==> src/rtl/divisor_scheduler.sv <==
// rtl/divisor_scheduler.sv - round-robin issue and in-order retire for a fixed-latency signed divider stage chain
//
// Two requesters share one unsigned divider stage chain of fixed depth `BIT_SIZE.
// Operands are issued as magnitudes with their signs. Results leave the chain
// after exactly `BIT_SIZE cycles. They are then sign-corrected and registered
// as a one-cycle response.
//
// Ports:
//   CLK, RSTa             clock (rising edge); asynchronous active-low reset
//   en                    enable issuing; low drains in-flight work, then idles
//   req0/req1             requester r has an operation pending
//   num0/den0, num1/den1  two's-complement operands per requester
//   ack0/ack1             operands of requester r taken this cycle (combinational)
//   p_start, p_q, p_m,    issue port into the stage chain
//   p_accu, p_sign_num, p_sign_den
//   p_done, p_q_out,      tail of the stage chain
//   p_accu_out, p_sign_num_out, p_sign_den_out
//   rsp_valid, rsp_id     registered one-cycle result strobe and requester index
//   quotient, remainder   sign-corrected results
//   dz_o                  divide-by-zero flag with rsp_valid (only with DIV_ZERO_DETECT_EN)
//   busy                  not idle, or work still in flight
//
// Build option: define DIV_ZERO_DETECT_EN to enable divide-by-zero tagging.

`ifndef BIT_SIZE
`define BIT_SIZE 8
`endif
`ifndef LAST_BIT
`define LAST_BIT 7
`endif

module divisor_scheduler (
    input  logic               CLK,
    input  logic               RSTa,
    input  logic               en,
    input  logic               req0,
    input  logic               req1,
    input  logic [`LAST_BIT:0] num0,
    input  logic [`LAST_BIT:0] den0,
    input  logic [`LAST_BIT:0] num1,
    input  logic [`LAST_BIT:0] den1,
    output logic               ack0,
    output logic               ack1,
    output logic               p_start,
    output logic [`LAST_BIT:0] p_q,
    output logic [`LAST_BIT:0] p_m,
    output logic [`LAST_BIT:0] p_accu,
    output logic               p_sign_num,
    output logic               p_sign_den,
    input  logic               p_done,
    input  logic [`LAST_BIT:0] p_q_out,
    input  logic [`LAST_BIT:0] p_accu_out,
    input  logic               p_sign_num_out,
    input  logic               p_sign_den_out,
    output logic               rsp_valid,
    output logic               rsp_id,
    output logic [`LAST_BIT:0] quotient,
    output logic [`LAST_BIT:0] remainder,
`ifdef DIV_ZERO_DETECT_EN
    output logic               dz_o,
`endif
    output logic               busy
);

    typedef enum logic [1:0] {S_IDLE, S_RUN, S_DRAIN} state_t;

    state_t             r_state;
    state_t             w_state_next;
    logic               r_last_id;
    logic [`LAST_BIT:0] r_inflight;
    logic [`LAST_BIT:0] r_tag_valid;
    logic [`LAST_BIT:0] r_tag_id;
    logic               r_rsp_valid;
    logic               r_rsp_id;
    logic [`LAST_BIT:0] r_quot;
    logic [`LAST_BIT:0] r_rem;

    logic               w_grant_ok;
    logic               w_gnt0;
    logic               w_gnt1;
    logic               w_issue;
    logic [`LAST_BIT:0] w_num;
    logic [`LAST_BIT:0] w_den;
    logic               w_done;
    logic [`LAST_BIT:0] w_q_fix;
    logic [`LAST_BIT:0] w_r_fix;
    logic [`LAST_BIT:0] w_quot;
    logic [`LAST_BIT:0] w_rem;

    // Magnitude fits N unsigned bits, so the most negative value keeps its weight.
    function automatic logic [`LAST_BIT:0] f_abs(input logic [`LAST_BIT:0] x);
        return x[`LAST_BIT] ? (~x + `BIT_SIZE'(1)) : x;
    endfunction

    // Acks are also gated by en, so dropping en blocks an issue in the same cycle.
    // r_last_id starts at 1, so req0 wins the first tie after reset.
    assign w_grant_ok = (r_state == S_RUN) && en;
    assign w_gnt1     = w_grant_ok && req1 && (!req0 || !r_last_id);
    assign w_gnt0     = w_grant_ok && req0 && !w_gnt1;
    assign w_issue    = w_gnt0 || w_gnt1;
    assign ack0       = w_gnt0;
    assign ack1       = w_gnt1;

    assign w_num      = w_gnt1 ? num1 : num0;
    assign w_den      = w_gnt1 ? den1 : den0;

    assign p_start    = w_issue;
    assign p_q        = w_issue ? f_abs(w_num) : '0;
    assign p_m        = w_issue ? f_abs(w_den) : '0;
    assign p_accu     = '0;
    assign p_sign_num = w_issue && w_num[`LAST_BIT];
    assign p_sign_den = w_issue && w_den[`LAST_BIT];

    // Only a p_done aligned with a live tag retires work.
    // A stale p_done left over from a discarded operation therefore does nothing.
    assign w_done  = p_done && r_tag_valid[`LAST_BIT];

    assign w_q_fix = (p_sign_num_out ^ p_sign_den_out) ? (~p_q_out + `BIT_SIZE'(1)) : p_q_out;
    assign w_r_fix = p_sign_num_out ? (~p_accu_out + `BIT_SIZE'(1)) : p_accu_out;

`ifdef DIV_ZERO_DETECT_EN
    logic               r_tag_dz [0:`LAST_BIT];
    logic [`LAST_BIT:0] r_tag_num [0:`LAST_BIT];
    logic               r_dz;

    // Operand history travels with the tag. It has no reset because the valid bits qualify it.
    always_ff @(posedge CLK) begin
        r_tag_dz[0]  <= (w_den == '0);
        r_tag_num[0] <= w_num;
        for (int i = 1; i < `BIT_SIZE; i++) begin
            r_tag_dz[i]  <= r_tag_dz[i-1];
            r_tag_num[i] <= r_tag_num[i-1];
        end
    end

    always_ff @(posedge CLK or negedge RSTa) begin
        if (!RSTa)       r_dz <= 1'b0;
        else if (w_done) r_dz <= r_tag_dz[`LAST_BIT];
    end

    assign w_quot = r_tag_dz[`LAST_BIT] ? '1 : w_q_fix;
    assign w_rem  = r_tag_dz[`LAST_BIT] ? r_tag_num[`LAST_BIT] : w_r_fix;
    assign dz_o   = r_dz;
`else
    assign w_quot = w_q_fix;
    assign w_rem  = w_r_fix;
`endif

    always_ff @(posedge CLK or negedge RSTa) begin
        if (!RSTa) r_state <= S_IDLE;
        else       r_state <= w_state_next;
    end

    always_comb begin
        w_state_next = r_state;
        case (r_state)
            S_IDLE:  if (en) w_state_next = S_RUN;
            S_RUN:   if (!en) w_state_next = S_DRAIN;
            S_DRAIN: begin
                if (en)                                   w_state_next = S_RUN;
                else if ((r_inflight == '0) && !w_done)  w_state_next = S_IDLE;
            end
            default: w_state_next = S_IDLE;
        endcase
    end

    always_ff @(posedge CLK or negedge RSTa) begin
        if (!RSTa) begin
            r_last_id   <= 1'b1;
            r_inflight  <= '0;
            r_tag_valid <= '0;
            r_tag_id    <= '0;
            r_rsp_valid <= 1'b0;
            r_rsp_id    <= 1'b0;
            r_quot      <= '0;
            r_rem       <= '0;
        end else begin
            if (w_issue) r_last_id <= w_gnt1;
            case ({w_issue, w_done})
                2'b10:   r_inflight <= r_inflight + `BIT_SIZE'(1);
                2'b01:   r_inflight <= r_inflight - `BIT_SIZE'(1);
                default: r_inflight <= r_inflight;
            endcase
            r_tag_valid <= {r_tag_valid[`LAST_BIT-1:0], w_issue};
            r_tag_id    <= {r_tag_id[`LAST_BIT-1:0], w_gnt1};
            r_rsp_valid <= w_done;
            if (w_done) begin
                r_rsp_id <= r_tag_id[`LAST_BIT];
                r_quot   <= w_quot;
                r_rem    <= w_rem;
            end
        end
    end

    assign rsp_valid = r_rsp_valid;
    assign rsp_id    = r_rsp_id;
    assign quotient  = r_quot;
    assign remainder = r_rem;
    assign busy      = (r_state != S_IDLE) || (r_inflight != '0);

endmodule

==> config.mk <==
export PLATFORM = sky130hd
export DESIGN_NAME = divisor_scheduler
export DESIGN_NICKNAME = d
export VERILOG_FILES = /design/src/rtl/divisor_scheduler.sv
export SDC_FILE = /design/constraint.sdc
export NUM_CORES = 1
export LEC_CHECK = 0
export ABC_AREA = 1
export CORE_ASPECT_RATIO = 1.1
export CORE_MARGIN = 3
export CORE_UTILIZATION = 49
export DETAILED_ROUTE_END_ITERATION = 10
export PLACE_DENSITY_LB_ADDON = 0.2
export SLEW_MARGIN = 20
export SYNTH_ARGS = -nofsm -noshare
export SYNTH_HDL_FRONTEND = slang
export SYNTH_SLANG_ARGS = --single-unit
export TNS_END_PERCENT = 10
==> constraint.sdc <==
create_clock -name CLK -period 4.4 [get_ports CLK]
set_clock_uncertainty 0.05 [all_clocks]
set_input_delay 0.66 -clock CLK [delete_from_list [all_inputs] [get_ports CLK]]
set_output_delay 0.66 -clock CLK [all_outputs]
set_load 0.01 [all_outputs]
## Word level (Yosys, flattened, before mapping)

Index checks and enable logic that the tools add are counted.

| word-level totals | value |
|---|---|
| input bits | 56 |
| output and inout port bits | 48 |
| logic and storage cells | 63 |
| flip-flop bits (word level) | 45 |

| operators by class | value |
|---|---|
| bitwise gates (word level) | 5 |
| add/subtract/negate cells | 6 |
| mux-type cells | 14 |
| equality and inequality tests | 7 |
| reduce and logical (&&, ||, !) cells | 22 |

Operators with widths:

| cell | count |
|---|---|
| 8-bit 2-to-1 mux | 8 |
| 8-bit by 1-bit adder with 8-bit output, second input constant | 5 |
| 8-bit inverter | 4 |
| 8-bit case mux with 2 select lines | 1 |
| 1-bit logical AND | 9 |
| 8-bit zero test | 1 |
| 2-bit 2-to-1 mux | 4 |
| 8-bit nonzero test | 1 |
| 8-bit by 1-bit subtractor with 8-bit output, second input constant | 1 |
| 2-bit case mux with 3 select lines | 1 |
| 2-bit by 1-bit equality test with 1-bit output, second input constant | 2 |
| 2-bit equality test, second input constant | 2 |
| 1-bit zero test | 4 |
| 2-bit inequality test, second input constant | 2 |
| 2-bit nonzero test | 2 |
| 1-bit logical OR | 3 |
| 3-bit inequality test, second input constant | 1 |
| 3-bit AND reduction | 1 |
| 2-bit zero test | 1 |
| 1-bit bitwise XOR | 1 |

## Longest topological paths before layout

Gate-level depths: netlist of run 1.

| logic depth | value |
|---|---|
| word-level depth | 9 |
| depth in mapped cells | 20 |

## Worst setup path after synthesis of run 1

OpenSTA, ideal clock, no wires.

| path | value |
|---|---|
| path type | input to register |
| start | input req0 |
| end | register r_inflight[6] |
| stages on the path | 18 |
| library setup time | 118 ps |
| path buffers | 2 |
| slack | 1,675 ps |
| data arrival time | 2,557 ps |
| path through | nand2_2 -> nand4_2 -> buf_2 -> nand2_1 -> inv_2 -> ha_1 -> buf_2 -> inv_1 -> nand2_1 -> nand2_1 -> inv_1 -> ha_1 -> o21bai_1 -> nand3_1 -> nand3_1 -> xor2_1 -> nand2_1 -> nand2_1 |

| on the way | value |
|---|---|
| cells in the longest elaborated chain, start to end | 8 |
| elaborated cells between the ends (all ways) | 11 |
| those cells by class | eq/ne: 2; mux: 1; reduce/logical: 8 |

RTL lines:

| element | RTL line | text |
|---|---|---|
| start, declared | 36 | `input logic req0,` |
| 1-bit zero test | 98 | `assign w_gnt1 = w_grant_ok && req1 && (!req0 \|\| !r_last_id);` |
| 1-bit logical OR | 98 |  |
| 1-bit logical AND | 98 |  |
| 1-bit zero test | 99 | `assign w_gnt0 = w_grant_ok && req0 && !w_gnt1;` |
| 1-bit logical AND | 99 |  |
| 1-bit logical OR (*) | 100 | `assign w_issue = w_gnt0 \|\| w_gnt1;` |
| 2-bit by 1-bit equality test with 1-bit output or 2-bit equality test (tied branches) | 179 | `case ({w_issue, w_done})` |
| 8-bit case mux with 2 select lines or 2-bit nonzero test (tied branches) | - |  |
| end signal, assigned | 180 | `` 2'b10: r_inflight <= r_inflight + `BIT_SIZE'(1); `` |
| end signal, assigned | 181 | `` 2'b01: r_inflight <= r_inflight - `BIT_SIZE'(1); `` |
| end signal, assigned | 182 | `default: r_inflight <= r_inflight;` |
| end, declared | 70 | `` logic [`LAST_BIT:0] r_inflight; `` |

Every way passes the cells marked *; elsewhere a longest branch is shown, timed or not.
A chain may end at the register's enable or synchronous reset.

## Worst setup path in the final report of run 1

| path | value |
|---|---|
| start | input req0 |
| end | output p_m[1] |

| on the way | value |
|---|---|
| cells in the longest elaborated chain, start to end | 8 |
| elaborated cells between the ends (all ways) | 12 |
| those cells by class | add/sub: 1; mux: 3; bitwise: 1; reduce/logical: 7 |

RTL lines:

| element | RTL line | text |
|---|---|---|
| 1-bit zero test | 98 |  |
| 1-bit logical OR | 98 |  |
| 1-bit logical AND | 98 |  |
| 8-bit 2-to-1 mux | 105 | `assign w_den = w_gnt1 ? den1 : den0;` |
| 8-bit inverter | 92 | `` return x[`LAST_BIT] ? (~x + `BIT_SIZE'(1)) : x; `` |
| 8-bit by 1-bit adder with 8-bit output | 92 |  |
| 8-bit 2-to-1 mux | 92 |  |
| 8-bit 2-to-1 mux (*) | 109 | `assign p_m = w_issue ? f_abs(w_den) : '0;` |
| end, declared | 46 | `` output logic [`LAST_BIT:0] p_m, `` |

Marked as above.

==> results.cfg, run 1 <==
[logic_synthesis]
synth_area_leader_cell = dfrtp_1
synth_cell_types = 36
ys_async_sr_fraction = 1.00
yosysSeqAreaShare = 0.387
synth.area.top_cells = dfrtp_1, nand2_1, inv_1, nor2_1, o21ai_0
syn_inst = 404
syn_avg_cell_area_sq_um = 7.21
synth-seq-cells = 45
yosys.cell_count.top_type = nand2_1
yosysTopAreaCellShare = 0.378
synth_common_cells = nand2_1, inv_1, dfrtp_1
synth_area_sq_mm = 0.00291
synthFlopType = dfrtp_1
synth_edf_count = 0
yosysWarningCount = 0

[placed_design]
numPortBuffers = 95
routabilityCongestion = 0.900
place_hpwl_mm = 5.51
dpl_worst_slack_ns = 0.640
dp_cells = 566

[layout]
stdcell_count = 574
post_route_cells_drive_above_1_share = 0.0541
nets = 562
antenna_cells = 0
area_growth_syn_to_layout_pct = 36.4

[grt]
overflow = 0
grt_pass1_wl_mm = 11.6
grt_pass1_vias = 2639
gr-usage-all-layers = 0.209
grt_max_degree = 46
antenna_found_initial = 0

[clock_tree]
cts.sinks = 45
cts_tree = built
clk_path_buf_depth = 2
cts_made_buffers = 5
ctsResizeCount = 0
postCtsSetupBuffers = 0
cts_root_buffer = clkbuf_8
hold_buffers = 0
ctsHtreeMaxLevel = 2
clkTransAtPathRegs_ns = 0.09
clock_latency_ns = 0.30

[sta]
finalMaxSlewViolations = 0
setup_viol = 0
worstMarginPinSlew_ns = 0.953
post-route-period-util = 0.856
fin_tns_setup_ns = 0
max_clock_freq_mhz = 266
rsz0062_at_grt = no
slew_headroom = 0.365
final.setup.worst_slack_ns = 0.634
final-hold-violation-count = 0
fin_crit_ns = 3.77

[floorplan]
ios = 104
die_w_um = 79.5
die_area_sq_mm = 0.00690
core_area_sq_mm = 0.00557
initial_core_util = 0.523
die_h_um = 86.8
num_rows = 28

[status]
status = completed

[critical_path]
ff2ff_setup_slack_ns = 1.27
path_max_fanout = 20
end_kind = output port
r2r-start = r_last_id$_DFFE_PN1P_
startpoint = req0
arrival_ns = 3.06
critPathLaunchType = input pin
required_ns = 3.69
path_class = in -> out

[detailed_routing]
drtIter0Drc = 93
antenna_left = 0
dr.pass1.iters = 4
route.detailed.drc = 0
vias = 2747
viasPerCell = 4.79
routedWlPerCell_um = 12.0
wl_mm = 6.89

[pwr]
pwr-share-clk = 0.181
pwr-share-seq = 0.413
vdd_drop_max_mv = 0.177
combPwrFrac = 0.406
cellPowerDensity_mw_per_mm2 = 352
switching_share = 0.355
p_leak_nw = 1.96
intPower_w = 0.000901
p_switching_w = 0.000495

[worst_hold_path]
hold_path.class = reg -> reg
hp-start = r_tag_id[4]$_DFF_PN0_

[job]
max_cap_violations = 0
power groups by stage:
stage / Sequential, W / Combinational [W] / Clock [W]
global placement: 0.000580 / 0.000552 / 0
detailed placement: 0.000585 / 0.000568 / 0
floorplan: 0.000597 / 0.000303 / 0
CTS: 0.000577 / 0.000572 / 0.000258
global route: 0.000588 / 0.000641 / 0.000275
finish: 0.000577 / 0.000567 / 0.000252
cell usage in the layout, fill, tap and decap left out, drive strengths merged:
master and count:
nand2 114, clkdlybuf4s50 94, inv 56, nor2 47
dfrtp 44, o21ai 35, nand3 26, a21oi 14
xor2 11, xnor2 9, ha 8, conb 8
clkbuf 6, buf 4, nor3 3, o21bai 3
mux2i 2, a211oi 2, o22ai 2, o31ai 2
clkinvlp 2, nand4 1, nor4 1, o21a 1
clkinv 1, a31oi 1, a21boi 1, dfstp 1
worst max-delay path, stage by stage:
cell and delay [ns]:
clkdlybuf4s50_1 0.43, nand2_2 0.16, nand4_2 0.26, buf_4 0.30, nand2_1 0.12, o21ai_4 0.10, inv_2 0.11, nor2_1 0.05
a211oi_1 0.23, clkdlybuf4s50_1 0.62
state kept, by name, indices dropped and copies added, names as in the netlist:
signal,flops
quotient,8
r_inflight,8
r_tag_id,8
r_tag_valid,8
remainder,8
r_state,2
r_last_id,1
rsp_id,1
rsp_valid,1
metrics by stage:
step | power, W | cell area [sq um] | hold slack, ns | utilization
finish | 0.00140 | 3970 | 0.289 | 0.713
global route | 0.00150 | 3970 | 0.304 | 0.713
CTS | 0.00141 | 3970 | 0.295 | 0.713
detailed placement | 0.00115 | 3880 | 0.285 | 0.697
global placement | 0.00113 | 3880 | 0.281 | 0.697
floorplan | 0.000901 | 2940 | 0.281 | -
cells by family (layout without fill, tap and decap cells):
| family | Yosys count | count (layout) | synth area share |
|---|---|---|---|
| AOI/OAI and AO/OA | 61 | 61 | 0.123 |
| adders and majority gates | 8 | 8 | 0.0344 |
| buffers and inverters | 75 | 163 | 0.114 |
| and+or+nand+nor | 192 | 192 | 0.273 |
| other | 1 | 8 | 0.00129 |
| xor gates and xnor gates | 20 | 20 | 0.0602 |
| DFF | 45 | 45 | 0.387 |
| muxes | 2 | 2 | 0.00688 |
per-layer routing:
metal  vias up  routed length, um  global-route usage
met4         0                 59              0.0594
met3         6                465              0.0686
li1       1437                  -                   -
met5         -                  0                   0
met2        72               3560               0.373
met1      1232               2810               0.236
final timing paths:
path                       cells past startpoint                        end
max in group asynchronous                      1   remainder[4]$_DFFE_PN0N_
max reg2reg                                   16  r_inflight[6]$_DFFE_PN0P_
min                                            0      r_tag_id[5]$_DFF_PN0_
max                                           10                     p_m[1]
min reg2reg                                    0      r_tag_id[5]$_DFF_PN0_
min in group asynchronous                      1  r_inflight[3]$_DFFE_PN0P_
final cells by class:
class / instances / area (sq um)
clock buffer: 6 / 72.6
clock inverter: 2 / 15.0
fill: 442 / 1600
inverter: 57 / 214
multi-input combinational: 291 / 1480
sequential: 45 / 1130
tap: 75 / 93.8
timing repair buffer: 98 / 968
Note: power is estimated with default switching activity, not from simulation.
==> run 2: changes to the inputs <==
--- a/config.mk
+++ b/config.mk
@@ -8,9 +8,10 @@
 export ABC_AREA = 1
 export CORE_ASPECT_RATIO = 1.1
 export CORE_MARGIN = 3
-export CORE_UTILIZATION = 49
+export CORE_UTILIZATION = 40
 export DETAILED_ROUTE_END_ITERATION = 10
 export PLACE_DENSITY_LB_ADDON = 0.2
+export RECOVER_POWER = 25
 export SLEW_MARGIN = 20
 export SYNTH_ARGS = -nofsm -noshare
 export SYNTH_HDL_FRONTEND = slang
==> run 2 against run 1 <==
Compared with the run above: the flow now finishes with violations (max-capacitance violations, max-slew violations); clock power grew 22%; first-iteration DRC count grew 16%; critical endpoint is now p_m[4]; setup slack lost 0.037 ns; design area grew 0.98%; sequential share of layout area shrank 0.27 points.
==> results.cfg, run 2 (synthesis gave the netlist of run 1 again) <==
[layout]
antenna_cells = 0
final_core_util = 0.569
stdcell_count = 585
layout_common_cells = nand2_1, clkdlybuf4s50_1, inv_1
area_growth_syn_to_layout_pct = 37.7
n_fill_cell = 649
post_route_cells_drive_above_1_share = 0.0520
fin_area_sq_mm = 0.00401
layout_commonest_cell = nand2_1
nets = 563

[sta]
fin_tns_setup_ns = 0
post-route-period-util = 0.864
fin_crit_ns = 3.80
slew_headroom = -0.201
max_clock_freq_mhz = 263
setup_viol = 0
rsz0062_at_grt = no
final-hold-violation-count = 0
worstMarginPinSlew_ns = 1.80
finalMaxSlewViolations = 36

[placed_design]
numPortBuffers = 95
placed_cell_area_sq_mm = 0.00389
dp_cells = 576
routabilityCongestion = 0.896
place_hpwl_mm = 5.31

[critical_path]
path_max_fanout = 25
arrival_ns = 3.09
end_kind = output port
critPathLaunchType = input pin
required_ns = 3.69
path_class = in -> out

[clock_tree]
postCtsSetupBuffers = 0
ctsResizeCount = 0
ctsHtreeMaxLevel = 2
clk_path_buf_depth = 2
cts_made_buffers = 5
cts.sinks = 45
clkTransAtPathRegs_ns = 0.09
hold_buffers = 0
cts_root_buffer = clkbuf_8
clock_latency_ns = 0.30
cts_tree = built

[detailed_routing]
wl_mm = 6.73
dr.pass1.iters = 4
drtIter0Drc = 108
vias = 2794
antenna_left = 0
routedWlPerCell_um = 11.5
route.detailed.drc = 0
viasPerCell = 4.78

[grt]
grt_max_degree = 46
grt_pass1_vias = 2557
grt_pass1_wl_mm = 11.0
overflow = 0
antenna_found_initial = 0
gr-usage-all-layers = 0.163

[worst_hold_path]
hold_path.class = in -> async

[status]
status = finished with violations
failed_checks = max-capacitance violations, max-slew violations

[floorplan]
core_area_sq_mm = 0.00705
num_rows = 32
ios = 104
die_h_um = 95.5
die_w_um = 87.3
initial_core_util = 0.413
die_area_sq_mm = 0.00834

[pwr]
total_power_w = 0.00145
cellPowerDensity_mw_per_mm2 = 361
vdd_drop_max_mv = 0.224
p_leak_nw = 1.98

[job]
max_cap_violations = 1
[run 2: cell count changes in the layout (fill, tap and decap cells not counted), sizes merged]
cell	change
clkbuf	+2
buf	-1
clkinvlp	-2
bufinv	+1
clkinv	+1
[run 2: final timing paths]
path | startpoint | endpoint | cells after the start | slack (ns)
setup reg to reg | r_last_id$_DFFE_PN1P_ | r_inflight[6]$_DFFE_PN0P_ | 16 | 1.31
min in group CLK | r_tag_valid[4]$_DFF_PN0_ | r_tag_valid[5]$_DFF_PN0_ | 0 | 0.30
hold / removal | RSTa | quotient[4]$_DFFE_PN0N_ | 1 | 0.27
setup / recovery | req0 | p_m[4] | 12 | 0.60
max in group asynchronous | RSTa | r_tag_valid[4]$_DFF_PN0_ | 2 | 1.95
hold reg to reg | r_tag_valid[4]$_DFF_PN0_ | r_tag_valid[5]$_DFF_PN0_ | 0 | 0.30
[run 2: area by class of cell]
class                   instances  area, sq um  area share
clock buffers                   6         72.6      0.0181
clock inverters                 2         38.8     0.00968
inverters                      57          214      0.0534
multi-input cells             291         1480       0.369
flip-flops and latches         45         1130       0.281
well taps                      85          106      0.0265
repair buffers                 99          971       0.242
[run 2: worst max-delay path, stage by stage]
cell             delay (ns)
clkdlybuf4s50_1        0.50
nand2_2                0.13
nand4_2                0.16
buf_4                  0.31
nand2_1                0.08
nand2_1                0.11
ha_1                   0.22
nand3_2                0.10
nand2_1                0.10
o21ai_0                0.08
nor2_1                 0.10
clkdlybuf4s50_1        0.54
[run 2: metal layers]
layer | vias to the layer above | share of wire | track usage
met5 | - | 0 | 0
met4 | 0 | 0.0077 | 0.0371
met3 | 6 | 0.078 | 0.0605
met2 | 72 | 0.50 | 0.286
met1 | 1274 | 0.42 | 0.186
li1 | 1442 | - | -
[run 2: report_power, final]
| group | switching (W) | internal [W] | total [W] |
|---|---|---|---|
| registers | 0.0000660 | 0.000511 | 0.000577 |
| logic | 0.000284 | 0.000278 | 0.000563 |
| clock network | 0.000138 | 0.000171 | 0.000308 |
| total | 0.000488 | 0.000959 | 0.00145 |
[run 2: per-stage QoR]
| step | hold WS [ns] | setup slack, ns |
|---|---|---|
| 3_5_place_dp | 0.286 | 0.615 |
| 5_1_grt | 0.306 | 0.401 |
| 2_1_floorplan | 0.281 | 1.67 |
| 3_3_place_gp | 0.282 | 0.696 |
| 4_1_cts | 0.302 | 0.595 |
| 6_report | 0.270 | 0.597 |
==> run 3: changes to the inputs <==
--- a/config.mk
+++ b/config.mk
@@ -6,9 +6,10 @@
 export NUM_CORES = 1
 export LEC_CHECK = 0
 export ABC_AREA = 1
+export ABC_CLOCK_PERIOD_IN_PS = 3150
 export CORE_ASPECT_RATIO = 1.1
 export CORE_MARGIN = 3
-export CORE_UTILIZATION = 40
+export CORE_UTILIZATION = 35
 export DETAILED_ROUTE_END_ITERATION = 10
 export PLACE_DENSITY_LB_ADDON = 0.2
 export RECOVER_POWER = 25
==> constraint.sdc (replaced) <==
create_clock -name CLK -period 3.15 [get_ports CLK]
set_clock_uncertainty 0.05 [all_clocks]
set_input_delay 0.4725 -clock CLK [delete_from_list [all_inputs] [get_ports CLK]]
set_output_delay 0.4725 -clock CLK [all_outputs]
set_load 0.01 [all_outputs]
==> run 3 against run 2 <==
Compared with the run above: the flow still finishes with violations (max-capacitance violations, max-slew violations); cell count increased by 7.0%; global-route usage decreased by 0.78 points; sequential share of layout area decreased by 1.2 points; routed wire length increased by 3.2%; setup slack got worse by 0.41 ns; flip-flop and latch count unchanged; critical path type unchanged; critical endpoint is now p_sign_den.
==> results.cfg, run 3 (synthesis gave the netlist of run 1 again) <==
[floorplan]
die_area_sq_mm = 0.00945
core_area_sq_mm = 0.00800
num_rows = 34
die_w_um = 93.0
ios = 104
die_h_um = 102
initial_core_util = 0.364

[critical_path]
end_kind = output port
critical-path-top-delay-family = buffers and inverters
worstReg2RegEnd = r_inflight[5]$_DFFE_PN0P_
r2r-start = r_state[0]$_DFFE_PN0P_
path_common_cell = clkdlybuf4s50_1
path_max_fanout = 22
path_class = in -> out
ff2ff_setup_slack_ns = 0.63
cp_cell_sequence = clkdlybuf4s50_1 -> nand2_2 -> nand4_2 -> buf_12 -> buf_4 -> o21ai_4 -> inv_2 -> nor2_2 -> clkdlybuf4s50_1
cpPeakStageDelay_ns = 0.55
reg2reg_depth = 16
required_ns = 2.63
critical_path_buf_inv_count = 5
critPathLaunchType = input pin
arrival_ns = 2.44
critPathSlowestCell = clkdlybuf4s50_1

[clock_tree]
cts_tree = built
hold_buffers = 0
clkTransAtPathRegs_ns = 0.08
clk_path_buf_depth = 2
cts_made_buffers = 5
clock_latency_ns = 0.29
cts.sinks = 45
ctsHtreeMaxLevel = 2
cts_root_buffer = clkbuf_8

[worst_hold_path]
min_to = r_tag_id[6]$_DFF_PN0_
hp-start = r_tag_id[5]$_DFF_PN0_
hold_path.class = reg -> reg
min_path_cells = 0

[detailed_routing]
drtIter0Drc = 87
wl_mm = 6.94
viasPerCell = 4.51
vias = 2821
route.detailed.drc = 0
antenna_left = 0
routedWlPerCell_um = 11.1
dr.pass1.iters = 7

[placed_design]
routabilityCongestion = 0.800
numPortBuffers = 95
place_hpwl_mm = 5.52
dp_cells = 618

[status]
status = finished with violations
failed_checks = max-capacitance violations, max-slew violations

[layout]
stdcell_count = 626
nets = 581
area_growth_syn_to_layout_pct = 43.8
antenna_cells = 0
n_fill_cell = 812
post_route_cells_drive_above_1_share = 0.0869
layout_commonest_cell = nand2_1
layout_common_cells = nand2_1, clkdlybuf4s50_1, inv_1

[sta]
timing.hold.ws_ns = 0.297
final-hold-violation-count = 0
max_clock_freq_mhz = 338
worstMarginPinSlew_ns = 2.31
finalMaxSlewViolations = 46
slew_headroom = -0.540
fin_crit_ns = 2.96
post-route-period-util = 0.940
fin_tns_setup_ns = 0
setup_viol = 0
rsz0062_at_grt = no

[grt]
grt_pass1_vias = 2765
grt_pass1_wl_mm = 12.0
overflow = 0
antenna_found_initial = 0
gr-usage-all-layers = 0.155
grt_max_degree = 46

[pwr]
vdd_drop_max_mv = 0.194
p_leak_nw = 2.24
cellPowerDensity_mw_per_mm2 = 471
total_power_w = 0.00197

[job]
max_cap_violations = 1
-- run 3: worst max-delay path by stage --
stage                     startpoint                        end  depth (start not counted)
2_1_floorplan  r_last_id$_DFFE_PN1P_  r_inflight[6]$_DFFE_PN0P_                         17
3_3_place_gp                    req0                     p_m[7]                         11
3_5_place_dp                      en                     p_q[4]                         11
4_1_cts                         req0                     p_m[1]                         10
5_1_grt                           en                     p_q[4]                         11
6_report                        req0                 p_sign_den                          9
-- run 3: worst register-to-register path, stage by stage, from the launching register on --
cell,delay (ns)
dfrtp_1,0.40
inv_2,0.07
nor2_4,0.10
nand4_2,0.12
buf_12,0.19
nand2_1,0.09
inv_2,0.07
ha_1,0.25
buf_4,0.18
xnor2_1,0.29
nor2_1,0.07
nand2_1,0.07
nand2_1,0.10
a21oi_1,0.17
nand2_1,0.07
nand3_1,0.09
nand2_1,0.06
-- run 3: what timing repair did --
action                                  CTS  global route
gates resized for setup                   6             9
endpoints found under the setup margin    5             9
setup buffers                             0             0
-- run 3: metrics by stage --
stage	util	area, sq um	setup slack [ns]
after floorplan	-	2940	0.610
after global placement	0.510	4080	0.00572
after detailed placement	0.510	4080	-0.0308
after CTS	0.521	4170	-0.0315
after global routing	0.523	4190	0.00736
final	0.523	4190	0.187
-- run 3: layout make-up --
| type | count | area (sq um) | area share |
|---|---|---|---|
| Clock buffer | 8 | 90.1 | 0.0215 |
| Inverter | 57 | 214 | 0.0511 |
| Multi-Input combinational cell | 291 | 1480 | 0.354 |
| Sequential cell | 45 | 1130 | 0.269 |
| Tap cell | 108 | 135 | 0.0323 |
| Timing Repair Buffer | 117 | 1140 | 0.272 |
-- run 3: layer usage --
metal / GRT usage / wire length, um / vias to the layer above
met1: 0.180 / 2950 / 1251
met5: 0 / 0 / -
li1: - / - / 1478
met3: 0.0527 / 553 / 5
met2: 0.274 / 3410 / 87
met4: 0.0383 / 36 / 0
-- run 3: where the power goes --
part / switching [W] / internal [W] / total, W
Combinational: 0.000401 / 0.000412 / 0.000812
Clock: 0.000176 / 0.000179 / 0.000354
Sequential: 0.0000915 / 0.000714 / 0.000805
Total: 0.000668 / 0.00130 / 0.00197
